--- src/rtl/core_seq_if.sv ---
// rtl/core_seq_if.sv - sequencer bus: instruction fetch, decoder/ALU/register-file controls, ecall handshake
`ifndef XBUS
`define XBUS 32
`endif
`ifndef PC_MODE_MSB
`define PC_MODE_MSB 0
`define PC_MODE_INC 1'b0
`define PC_MODE_ADD 1'b1
`endif

interface core_seq_if #(parameter int XLEN = `XBUS);
  logic                  imem_req;
  logic [XLEN-1:0]       imem_addr;
  logic                  imem_ack;
  logic [XLEN-1:0]       imem_rdata;
  logic [XLEN-1:0]       inst;
  logic                  dec_exc;
  logic                  dec_is_cond;
  logic [`PC_MODE_MSB:0] dec_pc_mode;
  logic [XLEN-1:0]       dec_pc_update;
  logic                  dec_write_reg;
  logic                  dec_ecall;
  logic [XLEN-1:0]       alu_res;
  logic                  rf_we;
  logic                  ecall_req;
  logic                  ecall_ack;

  modport master (
    output imem_req, imem_addr, inst, rf_we, ecall_req,
    input  imem_ack, imem_rdata, dec_exc, dec_is_cond, dec_pc_mode, dec_pc_update,
           dec_write_reg, dec_ecall, alu_res, ecall_ack
  );

  modport slave (
    input  imem_req, imem_addr, inst, rf_we, ecall_req,
    output imem_ack, imem_rdata, dec_exc, dec_is_cond, dec_pc_mode, dec_pc_update,
           dec_write_reg, dec_ecall, alu_res, ecall_ack
  );
endinterface

--- src/rtl/core_sequencer.sv ---
// rtl/core_sequencer.sv - RV32I multi-cycle control FSM: fetch, decode, exec, writeback, ecall, trap
// Optional SEQ_RETIRE_CNT_EN adds a 64-bit retired-instruction counter output (instret).
`ifndef XBUS
`define XBUS 32
`endif
`ifndef PC_MODE_MSB
`define PC_MODE_MSB 0
`define PC_MODE_INC 1'b0
`define PC_MODE_ADD 1'b1
`endif

module core_sequencer #(
  parameter int              XLEN          = `XBUS,
  parameter logic [XLEN-1:0] RESET_PC      = '0,
  parameter int              FETCH_TIMEOUT = 255
) (
  input  logic            clk,
  input  logic            rst,
  core_seq_if.master      bus,
  output logic [XLEN-1:0] pc,
  output logic            trap,
  output logic [1:0]      trap_cause,
  output logic            retire
`ifdef SEQ_RETIRE_CNT_EN
  ,
  output logic [63:0]     instret
`endif
);

  localparam logic [2:0] S_FETCH  = 3'd0;
  localparam logic [2:0] S_DECODE = 3'd1;
  localparam logic [2:0] S_EXEC   = 3'd2;
  localparam logic [2:0] S_WB     = 3'd3;
  localparam logic [2:0] S_ECALL  = 3'd4;
  localparam logic [2:0] S_TRAP   = 3'd5;
  localparam int         CW       = (FETCH_TIMEOUT > 1) ? $clog2(FETCH_TIMEOUT + 1) : 1;

  logic [2:0]      state;
  logic [CW-1:0]   wait_cnt;
  logic [XLEN-1:0] inst_q;
  logic [XLEN-1:0] next_pc;
  logic [XLEN-1:0] target;
  logic            take;
  logic            req_q;
  logic            rf_we_q;
  logic            ecall_req_q;
  logic            fetch_done;
  logic            timeout_hit;

  assign bus.imem_req  = req_q;
  assign bus.imem_addr = pc;
  assign bus.inst      = inst_q;
  assign bus.rf_we     = rf_we_q;
  assign bus.ecall_req = ecall_req_q;

  always_comb begin
    take   = (bus.dec_pc_mode == `PC_MODE_ADD) && (!bus.dec_is_cond || bus.alu_res[0]);
    target = pc + (take ? bus.dec_pc_update : XLEN'(4));
  end

  // Only acks seen while the request is up count; the ack beats a same-cycle timeout.
  assign fetch_done  = req_q && bus.imem_ack;
  assign timeout_hit = (FETCH_TIMEOUT != 0) && req_q && !bus.imem_ack &&
                       (int'(wait_cnt) == FETCH_TIMEOUT - 1);

  always_ff @(posedge clk or posedge rst) begin
    if (rst) begin
      state       <= S_FETCH;
      pc          <= RESET_PC;
      next_pc     <= RESET_PC;
      inst_q      <= XLEN'(32'h0000_0013);
      req_q       <= 1'b0;
      rf_we_q     <= 1'b0;
      ecall_req_q <= 1'b0;
      trap        <= 1'b0;
      trap_cause  <= 2'd0;
      retire      <= 1'b0;
      wait_cnt    <= '0;
    end else begin
      rf_we_q <= 1'b0;
      retire  <= 1'b0;
      case (state)
        S_FETCH: begin
          if (fetch_done) begin
            inst_q   <= bus.imem_rdata;
            req_q    <= 1'b0;
            wait_cnt <= '0;
            state    <= S_DECODE;
          end else if (timeout_hit) begin
            req_q      <= 1'b0;
            wait_cnt   <= '0;
            trap       <= 1'b1;
            trap_cause <= 2'd3;
            state      <= S_TRAP;
          end else begin
            req_q <= 1'b1;
            if (req_q) wait_cnt <= wait_cnt + 1'b1;
          end
        end
        S_DECODE: begin
          if (bus.dec_exc) begin
            trap       <= 1'b1;
            trap_cause <= 2'd1;
            state      <= S_TRAP;
          end else if (bus.dec_ecall) begin
            ecall_req_q <= 1'b1;
            state       <= S_ECALL;
          end else begin
            state <= S_EXEC;
          end
        end
        S_EXEC: begin
          if (target[1:0] != 2'b00) begin
            trap       <= 1'b1;
            trap_cause <= 2'd2;
            state      <= S_TRAP;
          end else begin
            next_pc <= target;
            rf_we_q <= bus.dec_write_reg;
            retire  <= 1'b1;
            state   <= S_WB;
          end
        end
        S_WB: begin
          pc    <= next_pc;
          state <= S_FETCH;
        end
        S_ECALL: begin
          if (ecall_req_q && bus.ecall_ack) begin
            ecall_req_q <= 1'b0;
            pc          <= pc + XLEN'(4);
            retire      <= 1'b1;
            state       <= S_FETCH;
          end
        end
        S_TRAP: begin
          state <= S_TRAP;
        end
        default: begin
          state <= S_FETCH;
        end
      endcase
    end
  end

`ifdef SEQ_RETIRE_CNT_EN
  always_ff @(posedge clk or posedge rst) begin
    if (rst) begin
      instret <= 64'd0;
    end else if (retire && (state != S_TRAP)) begin
      instret <= instret + 64'd1;
    end
  end
`endif

endmodule

--- src/flat_wrapper.sv ---
// flat-port wrapper written by rule: the top's interface ports become plain ports
module core_sequencer_flat 
#(
  parameter int              XLEN          = `XBUS,
  parameter logic [XLEN-1:0] RESET_PC      = '0,
  parameter int              FETCH_TIMEOUT = 255
)
  (clk, rst, pc, trap, trap_cause, retire, bus_imem_req, bus_imem_addr, bus_inst, bus_rf_we, bus_ecall_req, bus_imem_ack, bus_imem_rdata, bus_dec_exc, bus_dec_is_cond, bus_dec_pc_mode, bus_dec_pc_update, bus_dec_write_reg, bus_dec_ecall, bus_alu_res, bus_ecall_ack);
  core_seq_if #(.XLEN(XLEN)) bus_i ();
  input  logic clk;
  input  logic rst;
  output logic [XLEN-1:0] pc;
  output logic trap;
  output logic [1:0] trap_cause;
  output logic retire;
  output wire logic [$bits(bus_i.imem_req)-1:0] bus_imem_req;
  output wire logic [$bits(bus_i.imem_addr)-1:0] bus_imem_addr;
  output wire logic [$bits(bus_i.inst)-1:0] bus_inst;
  output wire logic [$bits(bus_i.rf_we)-1:0] bus_rf_we;
  output wire logic [$bits(bus_i.ecall_req)-1:0] bus_ecall_req;
  input wire logic [$bits(bus_i.imem_ack)-1:0] bus_imem_ack;
  input wire logic [$bits(bus_i.imem_rdata)-1:0] bus_imem_rdata;
  input wire logic [$bits(bus_i.dec_exc)-1:0] bus_dec_exc;
  input wire logic [$bits(bus_i.dec_is_cond)-1:0] bus_dec_is_cond;
  input wire logic [$bits(bus_i.dec_pc_mode)-1:0] bus_dec_pc_mode;
  input wire logic [$bits(bus_i.dec_pc_update)-1:0] bus_dec_pc_update;
  input wire logic [$bits(bus_i.dec_write_reg)-1:0] bus_dec_write_reg;
  input wire logic [$bits(bus_i.dec_ecall)-1:0] bus_dec_ecall;
  input wire logic [$bits(bus_i.alu_res)-1:0] bus_alu_res;
  input wire logic [$bits(bus_i.ecall_ack)-1:0] bus_ecall_ack;
  assign bus_imem_req = bus_i.imem_req;
  assign bus_imem_addr = bus_i.imem_addr;
  assign bus_inst = bus_i.inst;
  assign bus_rf_we = bus_i.rf_we;
  assign bus_ecall_req = bus_i.ecall_req;
  assign bus_i.imem_ack = bus_imem_ack;
  assign bus_i.imem_rdata = bus_imem_rdata;
  assign bus_i.dec_exc = bus_dec_exc;
  assign bus_i.dec_is_cond = bus_dec_is_cond;
  assign bus_i.dec_pc_mode = bus_dec_pc_mode;
  assign bus_i.dec_pc_update = bus_dec_pc_update;
  assign bus_i.dec_write_reg = bus_dec_write_reg;
  assign bus_i.dec_ecall = bus_dec_ecall;
  assign bus_i.alu_res = bus_alu_res;
  assign bus_i.ecall_ack = bus_ecall_ack;
  core_sequencer #(.XLEN(XLEN), .RESET_PC(RESET_PC), .FETCH_TIMEOUT(FETCH_TIMEOUT)) u_core (.clk(clk), .rst(rst), .bus(bus_i), .pc(pc), .trap(trap), .trap_cause(trap_cause), .retire(retire));
endmodule
--- config.mk ---
export PLATFORM = sky130hd
export DESIGN_NAME = core_sequencer_flat
export DESIGN_NICKNAME = d
export VERILOG_FILES = /design/src/rtl/core_seq_if.sv /design/src/rtl/core_sequencer.sv /design/src/flat_wrapper.sv
export SDC_FILE = /design/constraint.sdc
export NUM_CORES = 1
export LEC_CHECK = 0
export CORE_AREA = 2 2 131 133
export DETAILED_ROUTE_END_ITERATION = 7
export DIE_AREA = 0 0 133 135
export PLACE_DENSITY = 0.75
export SYNTH_ARGS = -nofsm -noshare
export SYNTH_HDL_FRONTEND = slang
export SYNTH_SLANG_ARGS = --single-unit
--- constraint.sdc ---
create_clock -name clk -period 6.6 [get_ports clk]
set_input_delay 0.99 -clock clk [delete_from_list [all_inputs] [get_ports clk]]
set_output_delay 0.99 -clock clk [all_outputs]
set_load 0.02 [all_outputs]
==> flow_summary.toml, run 1 <==
[run_status]
run_status = "finished clean"

[clock_network]
clk_pin_slew_ns = 0.06
cts_tree = "built"
postCtsSetupBuffers = 0
cts_hold_buf = 0
numCtsBuffers = 17
cts_resized = 0
htreeDepth = 4
clkLatencyLatePin_ns = 0.42
clock_path_buffers = 2
cts-root-buf = "clkbuf_16"
clock-sinks = 114

[setup_path]
reg2reg_slack_ns = 3.77
crit_required_ns = 6.96
crit_path_end_kind = "flip-flop"
reg2reg_to = "u_core.next_pc[26]"
timing.rr.start = "u_core.bus.imem_addr[0]"
crit_type = "in2reg"
startpoint_type = "primary input"
path_cells = "clkdlybuf4s50_1 > inv_1 > a21boi_2 > buf_4 > and2_1 > ha_1 > inv_1 > fa_1 > inv_1 > a21o_1 > a41o_1 > a21oi_2 > a21oi_1 > nor2_1 > or4_1 > nand3_1"
cp_slowest_stage_delay_ns = 0.49
path_max_fanout = 32
r2r_cells = 11
path_common_cell = "inv_1"
critPathSlowestCell = "or4_1"
cp_data_arrival_time_ns = 4.41

[timing]
tightest_slew_ns = 0.974
max_slew_margin_pct = 35.1
fin_crit_ns = 4.06
skew_ns = 0.00862
finalMaxSlewViolations = 0
setup_slack_ns = 2.54
final-setup-viol-count = 0
fin_crit_sh_pct = 61.5
fmax_mhz = 247
rsz0062_at_grt = "no"
finalSetupTns_ns = 0
hold_viol_final = 0

[floorplan]
ios = 208
start_util_pct = 44.3
fp.coreArea_um2 = 16400
die_w_um = 133
row_count = 47
die_h_um = 135
die_area_um2 = 18000

[route]
ant_nets = 0
drt-total-wl_mm = 19.3
viasPerCell = 5.52
first_pass_iters = 5
wire_per_inst_um = 16.3
num_vias = 6562
first_iter_violations = 444
drc = 0

[place]
place_ws_ns = 2.13
port_buffers = 176
gp_congestion = 0.873
hpwl_mm = 13.8

[global_route]
grt_overflow = 0
first_global_vias = 6266
grtUsageTotal_pct = 21.7
antenna_found_initial = 0
grt_max_degree = 62
grt_pass1_wl_mm = 31.1

[worst_hold_path]
hp-start = "u_core.trap"
min_path_type = "reg2reg"
min_to = "u_core.trap"
hold_path_depth = 1

[layout]
fin_util_pct = 58.3
drive_gt1_share_pct = 9.61
area_delta_synth_final_pct = 31.4
finalNetCount = 1096
diodes = 0

[synth]
avgSynthCellArea_um2 = 8.78
synth_flop_cell = "dfrtp_1"
ys_seq_area_share_pct = 39.3
synth-edff-count = 0
synth_cells = 829
post_synth_num_cell_types = 62
syn_nets = 970
synthesis.area_um2 = 7280
synthArstFlopShare_pct = 100
yosys_warnings = 0
ys_ff_latch = 114

[pwr]
p_leak_nw = 4.10
p_per_area_nw_per_um2 = 484
vdd_drop_max_mv = 0.240

[job]
cap_violations = 0
cell usage in the layout (no fill, tap or decap), drive strengths merged, types with 4 or more instances in the layout:
master         Yosys  routed
a21o              15      15
a21oi             92      92
a31oi             10      10
and2              39      39
and3              15      15
buf               43       6
clkbuf            32      22
clkdlybuf4s50      0     176
clkinv             0       7
dfrtp            111     111
ha                35      35
inv               12      12
mux2              36      36
nand2             95      95
nand2b             7       7
nand3             28      28
nand4              5       5
nor2              42      42
nor2b             13      13
nor3              12      12
o21ai             88      88
o22ai             12      12
o31ai              7       7
or3                4       4
xnor2              8       8
xor2              19      19
Yosys cell counts, types with 13 or more instances:
library cell / n / area [um2]
a21o_1: 15 / 113
a21oi_1: 91 / 455
and2_1: 39 / 244
and3_1: 14 / 87.6
buf_4: 32 / 240
clkbuf_1: 32 / 120
dfrtp_1: 111 / 2780
ha_1: 35 / 438
mux2_2: 36 / 405
nand2_1: 94 / 353
nand3_1: 28 / 140
nor2_1: 42 / 158
nor2b_1: 13 / 81.3
o21ai_0: 85 / 425
xor2_1: 19 / 166
how the worst max path moves through the flow:
stage / start / end / slack, ns / cells past startpoint
6_report: bus_alu_res[0] / u_core.next_pc[26] / 2.54 / 16
5_1_grt: bus_alu_res[0] / u_core.next_pc[26] / 2.24 / 16
4_1_cts: bus_alu_res[0] / u_core.next_pc[26] / 2.55 / 16
3_5_place_dp: bus_alu_res[0] / u_core.next_pc[26] / 2.13 / 16
3_3_place_gp: bus_alu_res[0] / u_core.next_pc[26] / 2.23 / 16
2_1_floorplan: rst / u_core.bus.ecall_req / 2.60 / 1
per-stage QoR:
stage	hold WS (ns)	instances	cell area (um2)	power, mW
finish	0.478	1188	9560	4.62
global route	0.508	1188	9560	4.92
CTS	0.478	1188	9560	4.63
detailed placement	0.464	1156	8950	3.67
global placement	0.454	1156	8950	3.63
floorplan	0.445	829	7280	2.85
worst max-delay path, delay by kind of cell:
kind | cells | cell delay, ns
simple gates | 4 | 0.89
buf+inv | 5 | 0.93
compound gates | 5 | 1.02
fa+ha+maj | 2 | 0.59
report_power, final:
part / switching (mW) / internal (mW)
Combinational: 1.28 / 1.08
Clock: 0.325 / 0.621
Sequential: 0.319 / 0.995
sequential cells by signal, summed over array words and instances, names as in the netlist:
register              count
u_core.trap               1
u_core.bus.ecall_req      1
u_core.state              3
u_core.bus.rf_we          1
u_core.next_pc           32
u_core.bus.inst          32
u_core.bus.imem_req       1
u_core.trap_cause         2
u_core.retire             1
u_core.wait_cnt           8
u_core.bus.imem_addr     32
final cells by class:
| type | instances | area (um2) |
|---|---|---|
| inverter | 12 | 47.5 |
| multi-input combinational | 628 | 3970 |
| clock inverter | 10 | 133 |
| fill | 1463 | 6850 |
| timing repair buffer | 182 | 1810 |
| sequential | 114 | 2860 |
| clock buffer | 22 | 474 |
| tap | 220 | 275 |
cells by family (layout without fill, tap and decap cells):
group	Yosys count	in the layout	share of synthesized area (%)
buffers and inverters	87	226	6.41
AOI/OAI and AO/OA	253	253	20.1
and+or+nand+nor	276	276	19.1
adders and majority gates	36	36	6.29
DFF	114	114	39.3
xor gates and xnor gates	27	27	3.25
muxes	36	36	5.57
metal layers:
metal,GRT usage [%],part of all wire (%),vias to the layer above
met2,36.5,47,253
met4,8.96,2.7,0
met3,4.69,6.4,37
met5,0,0,-
met1,27.3,44,3080
li1,-,-,3192
Note: power is estimated with default switching activity, not from simulation.
==> inputs of run 2 (changes only) <==
==> constraint.sdc (replaced) <==
create_clock -name clk -period 3.95 [get_ports clk]
set_input_delay 0.5925 -clock clk [delete_from_list [all_inputs] [get_ports clk]]
set_output_delay 0.5925 -clock clk [all_outputs]
set_load 0.02 [all_outputs]
==> run 2 against run 1 <==
Global-route usage increased by 0.13 points. Combinational power is 68% higher. Die area unchanged. Highest routed layer unchanged. Largest power group unchanged. Sequential power grew 68%. Critical path depth decreased by 2.
==> flow_summary.toml, run 2 (synthesized netlist as in run 1, its figures left out) <==
[clock_network]
clk_pin_slew_ns = 0.06
cts_hold_buf = 0
cts_tree = "built"
cts-root-buf = "clkbuf_16"
numCtsBuffers = 17
clkLatencyLatePin_ns = 0.42
htreeDepth = 4
clock-sinks = 114
cts_resized = 0
postCtsSetupBuffers = 0
clock_path_buffers = 2

[timing]
skew_ns = 0.00693
finalSetupTns_ns = 0
final-setup-viol-count = 0
finalMaxSlewViolations = 0
fin_crit_ns = 3.46
hold_viol_final = 0
tightest_slew_ns = 0.847
fmax_mhz = 289
rsz0062_at_grt = "no"
fin_crit_sh_pct = 87.5
max_slew_margin_pct = 43.5
whs_ns = 0.477

[pwr]
p_int_mw = 4.45
pwr-share-clk_pct = 19.9
p_seq_share_pct = 28.5
p_leak_nw = 4.11
swShare_pct = 42.2
p_comb_share_pct = 51.6
vdd_drop_max_mv = 0.401
p_switching_mw = 3.25
p_per_area_nw_per_um2 = 800

[route]
ant_nets = 0
drt-total-wl_mm = 19.3
wire_per_inst_um = 16.1
routed.top_layer = "met4"
drc = 0
met3WireLength_mm = 1.27
met1_length_mm = 8.48
num_vias = 6580
viasPerCell = 5.51
wl_met2_mm = 9.09
first_pass_iters = 6
first_iter_violations = 475

[floorplan]
start_util_pct = 44.3
ios = 208
row_count = 47
die_w_um = 133
fp.coreArea_um2 = 16400
die_h_um = 135
die_area_um2 = 18000

[global_route]
grtUsageTotal_pct = 21.9
first_global_vias = 6198
antenna_found_initial = 0
grt_pass1_wl_mm = 31.1
grt_overflow = 0
grt_max_degree = 69

[layout]
final_cell_mix = "clkdlybuf4s50_1 (176), dfrtp_1 (111), nand2_1 (94)"
final_common_cell = "clkdlybuf4s50_1"
diodes = 0
drive_gt1_share_pct = 10.5
finalNetCount = 1103
final_cells = 1195
multi_input_area_um2 = 3970
regArea_um2 = 2860
area_delta_synth_final_pct = 32.3
num-fill-cells = 1421

[setup_path]
path_max_fanout = 30
cp_slowest_stage_delay_ns = 0.46
path_cells = "clkdlybuf4s50_1 > inv_1 > a21boi_2 > buf_12 > and2_1 > ha_1 > a21oi_1 > a21boi_0 > nor2b_1 > nor3b_1 > a21oi_1 > o2111a_1 > o21a_1 > o31ai_1"
crit_type = "in2reg"
cp_data_arrival_time_ns = 3.78
crit_path_end_kind = "flip-flop"
crit_required_ns = 4.27
startpoint_type = "primary input"
path_common_cell = "a21oi_1"
critPathSlowestCell = "clkdlybuf4s50_1"

[worst_hold_path]
min_path_type = "reg2reg"

[run_status]
run_status = "finished clean"

[place]
gp_congestion = 0.891
port_buffers = 176
placed_cells = 1163
hpwl_mm = 14.1

[job]
cap_violations = 0
## run 2: metrics by stage
step	power, mW	worst slack [ns]	area, um2	util [%]
2_1_floorplan	4.76	0.347	7280	-
4_1_cts	7.73	0.544	9620	58.7
3_5_place_dp	6.17	0.116	9030	55.0
6_report	7.70	0.493	9620	58.7
5_1_grt	8.22	0.231	9620	58.7
3_3_place_gp	6.10	0.162	9030	55.0
## run 2: power groups by stage
| stage | combinational, mW | clock (mW) | sequential [mW] |
|---|---|---|---|
| floorplan | 2.30 | 0 | 2.46 |
| global placement | 3.91 | 0 | 2.19 |
| detailed placement | 3.96 | 0 | 2.21 |
| CTS | 3.98 | 1.56 | 2.20 |
| global route | 4.33 | 1.62 | 2.27 |
| finish | 3.97 | 1.53 | 2.20 |
## run 2: critical path: cells and delay by family
family	cells	cell delay, ns
AOI/OAI and AO/OA	7	1.63
buffers and inverters	3	0.71
and+or+nand+nor	3	0.57
adders and majority gates	1	0.27
## run 2: path summary, 6_finish.rpt
path	start	slack (ns)	to	depth (start not counted)
worst max-delay path	bus_alu_res[0]	0.49	u_core.next_pc[30]	14
worst min-delay path	u_core.next_pc[14]	0.48	u_core.next_pc[14]	2
worst max register to register	u_core.bus.imem_addr[18]	1.19	u_core.next_pc[30]	9
worst min register to register	u_core.next_pc[14]	0.48	u_core.next_pc[14]	2
max in group asynchronous	rst	2.50	u_core.bus.inst[1]	3
min in group asynchronous	rst	0.62	u_core.bus.inst[30]	2
## run 2: layer usage
metal  up-vias  GRT usage [%]
met5         -              0
met4         0           8.72
met3        32           4.77
met2       252           36.4
met1      3099           27.8
li1       3197              -
## run 2: area by class of cell
cell class                 count  area share [%]
sequential                   114            29.7
inverter                      12           0.494
clock inverter                14            1.61
timing repair buffer         189            19.6
multi-input combinational    628            41.2
tap                          220            2.86
clock buffer                  18            4.56
==> inputs of run 3 (changes only) <==
--- a/config.mk
+++ b/config.mk
@@ -5,10 +5,12 @@
 export SDC_FILE = /design/constraint.sdc
 export NUM_CORES = 1
 export LEC_CHECK = 0
-export CORE_AREA = 2 2 131 133
+export CELL_PAD_IN_SITES_DETAIL_PLACEMENT = 1
+export CELL_PAD_IN_SITES_GLOBAL_PLACEMENT = 1
+export CORE_AREA = 2 2 140 142
 export DETAILED_ROUTE_END_ITERATION = 7
-export DIE_AREA = 0 0 133 135
-export PLACE_DENSITY = 0.75
+export DIE_AREA = 0 0 142 144
+export PLACE_DENSITY_LB_ADDON = 0.1
 export SYNTH_ARGS = -nofsm -noshare
 export SYNTH_HDL_FRONTEND = slang
 export SYNTH_SLANG_ARGS = --single-unit
==> constraint.sdc (replaced) <==
create_clock -name clk -period 4.1 [get_ports clk]
set_input_delay 0.615 -clock clk [delete_from_list [all_inputs] [get_ports clk]]
set_output_delay 0.615 -clock clk [all_outputs]
set_load 0.02 [all_outputs]
==> run 3 against run 2 <==
Sequential power is 3% lower. Total power is 1.9% lower. Clock skew is 0.0013 ns higher. First-iteration DRC count is 41% lower. Register-to-register slack better by 0.09 ns. Die area is 14% higher.
==> flow_summary.toml, run 3 (synthesized netlist as in run 1, its figures left out) <==
[run_status]
run_status = "finished clean"

[setup_path]
r2r_cells = 11
crit_type = "in2reg"
reg2reg_to = "u_core.next_pc[26]"
critPathSlowestCell = "or4_1"
path_common_cell = "inv_1"
crit_required_ns = 4.46
crit_path_end_kind = "flip-flop"
cp_data_arrival_time_ns = 3.87
path_cells = "clkdlybuf4s50_1 > inv_1 > a21boi_2 > buf_4 > nand2_1 > fa_1 > inv_1 > a21o_1 > a41o_1 > a21oi_2 > a21oi_1 > nor2_1 > or4_1 > nand3_1"
startpoint_type = "primary input"
timing.rr.start = "u_core.bus.imem_addr[0]"
cp_slowest_stage_delay_ns = 0.49
path_max_fanout = 9
reg2reg_slack_ns = 1.28

[layout]
final_common_cell = "clkdlybuf4s50_1"
finalNetCount = 1107
drive_gt1_share_pct = 10.7
final_cell_mix = "clkdlybuf4s50_1 (176), dfrtp_1 (111), nand2_1 (94)"
final_cells = 1217
area_delta_synth_final_pct = 32.8
diodes = 0

[clock_network]
clock-sinks = 114
clk_pin_slew_ns = 0.06
cts-root-buf = "clkbuf_16"
clock_path_buffers = 2
numCtsBuffers = 17
cts_tree = "built"
clkLatencyLatePin_ns = 0.43
postCtsSetupBuffers = 0
htreeDepth = 4
cts_resized = 0
cts_hold_buf = 0

[timing]
skew_ns = 0.00818
fin_crit_ns = 3.51
tightest_slew_ns = 0.881
finalMaxSlewViolations = 0
finalSetupTns_ns = 0
max_slew_margin_pct = 41.2
final-setup-viol-count = 0
fmax_mhz = 285
fin_crit_sh_pct = 85.6
hold_viol_final = 0
rsz0062_at_grt = "no"
setup_slack_ns = 0.591

[worst_hold_path]
hold_path_depth = 2
hp-start = "u_core.next_pc[10]"
min_to = "u_core.next_pc[10]"
min_path_type = "reg2reg"

[global_route]
first_global_vias = 7046
grtUsageTotal_pct = 23.0
grt_pass1_wl_mm = 37.1
antenna_found_initial = 1
grt_max_degree = 52
grt_overflow = 0

[pwr]
pwr-share-clk_pct = 19.4
p_int_mw = 4.25
swShare_pct = 43.8
p_seq_share_pct = 28.3
vdd_drop_max_mv = 0.525
finalPower_mw = 7.55
p_comb_share_pct = 52.3
p_per_area_nw_per_um2 = 782
p_leak_nw = 4.14
p_switching_mw = 3.31

[route]
ant_nets = 0
viasPerCell = 5.50
wire_per_inst_um = 18.7
drt-total-wl_mm = 22.8
first_pass_iters = 4
num_vias = 6695
drc = 0
first_iter_violations = 278

[place]
hpwl_mm = 16.6
place_ws_ns = 0.187
port_buffers = 176
gp_congestion = 0.818
placed_cells = 1185

[floorplan]
fp.coreArea_um2 = 19100
row_count = 51
start_util_pct = 38.1
ios = 208
die_h_um = 144
die_area_um2 = 20400
die_w_um = 142

[job]
cap_violations = 0
run 3: changes by cell type in the layout (fill, tap and decap cells not counted):
| cell | previous run | this run |
|---|---|---|
| and2_1 | 38 | 39 |
| and2_2 | 1 | 0 |
| buf_4 | 11 | 15 |
| bufinv_16 | 2 | 1 |
| clkinv_2 | 1 | 0 |
| clkinv_4 | 2 | 3 |
| clkinvlp_4 | 5 | 2 |
| inv_6 | 4 | 8 |
run 3: worst max path at each step:
stage                    from                    to  slack (ns)  cells past startpoint
6_report       bus_alu_res[0]    u_core.next_pc[26]        0.59                     14
5_1_grt        bus_alu_res[0]    u_core.next_pc[30]        0.29                     14
4_1_cts        bus_alu_res[0]    u_core.next_pc[26]        0.62                     14
3_5_place_dp   bus_alu_res[0]    u_core.next_pc[26]        0.19                     14
3_3_place_gp   bus_alu_res[0]    u_core.next_pc[26]        0.25                     14
2_1_floorplan             rst  u_core.bus.ecall_req        0.47                      1
run 3: layout make-up:
cell class              count  area, um2
inverters                  12       47.5
clock inverters            14        141
repair buffers            193       1910
fillers                  2204       9420
well taps                 238        298
multi-input cells         628       3970
clock buffers              18        439
flip-flops and latches    114       2860
run 3: layer usage:
layer / up-vias / track usage, % / routed length, um
li1: 3184 / - / -
met3: 27 / 7.85 / 1530
met5: - / 0 / 13
met1: 3316 / 26.6 / 9330
met2: 166 / 40.9 / 11500
met4: 2 / 6.00 / 353
run 3: worst max-delay path, delay by kind of cell:
kind | cells | cell delay, ns
fa+ha+maj | 1 | 0.44
buf+inv | 4 | 0.82
simple gates | 4 | 0.86
compound gates | 5 | 1.12
run 3: through the flow:
step                area [um2]  hold WS, ns  utilization, %
global route              9660        0.502            50.6
finish                    9660        0.481            50.6
CTS                       9660        0.483            50.6
global placement          9080        0.457            47.6
floorplan                 7280        0.445               -
detailed placement        9080        0.471            47.6
run 3: power groups by stage:
stage	registers (mW)	logic (mW)	clock network [mW]
after floorplan	2.37	2.22	0
after global placement	2.11	3.82	0
after detailed placement	2.15	3.93	0
after CTS	2.14	3.97	1.49
after global routing	2.22	4.32	1.55
final	2.14	3.95	1.47
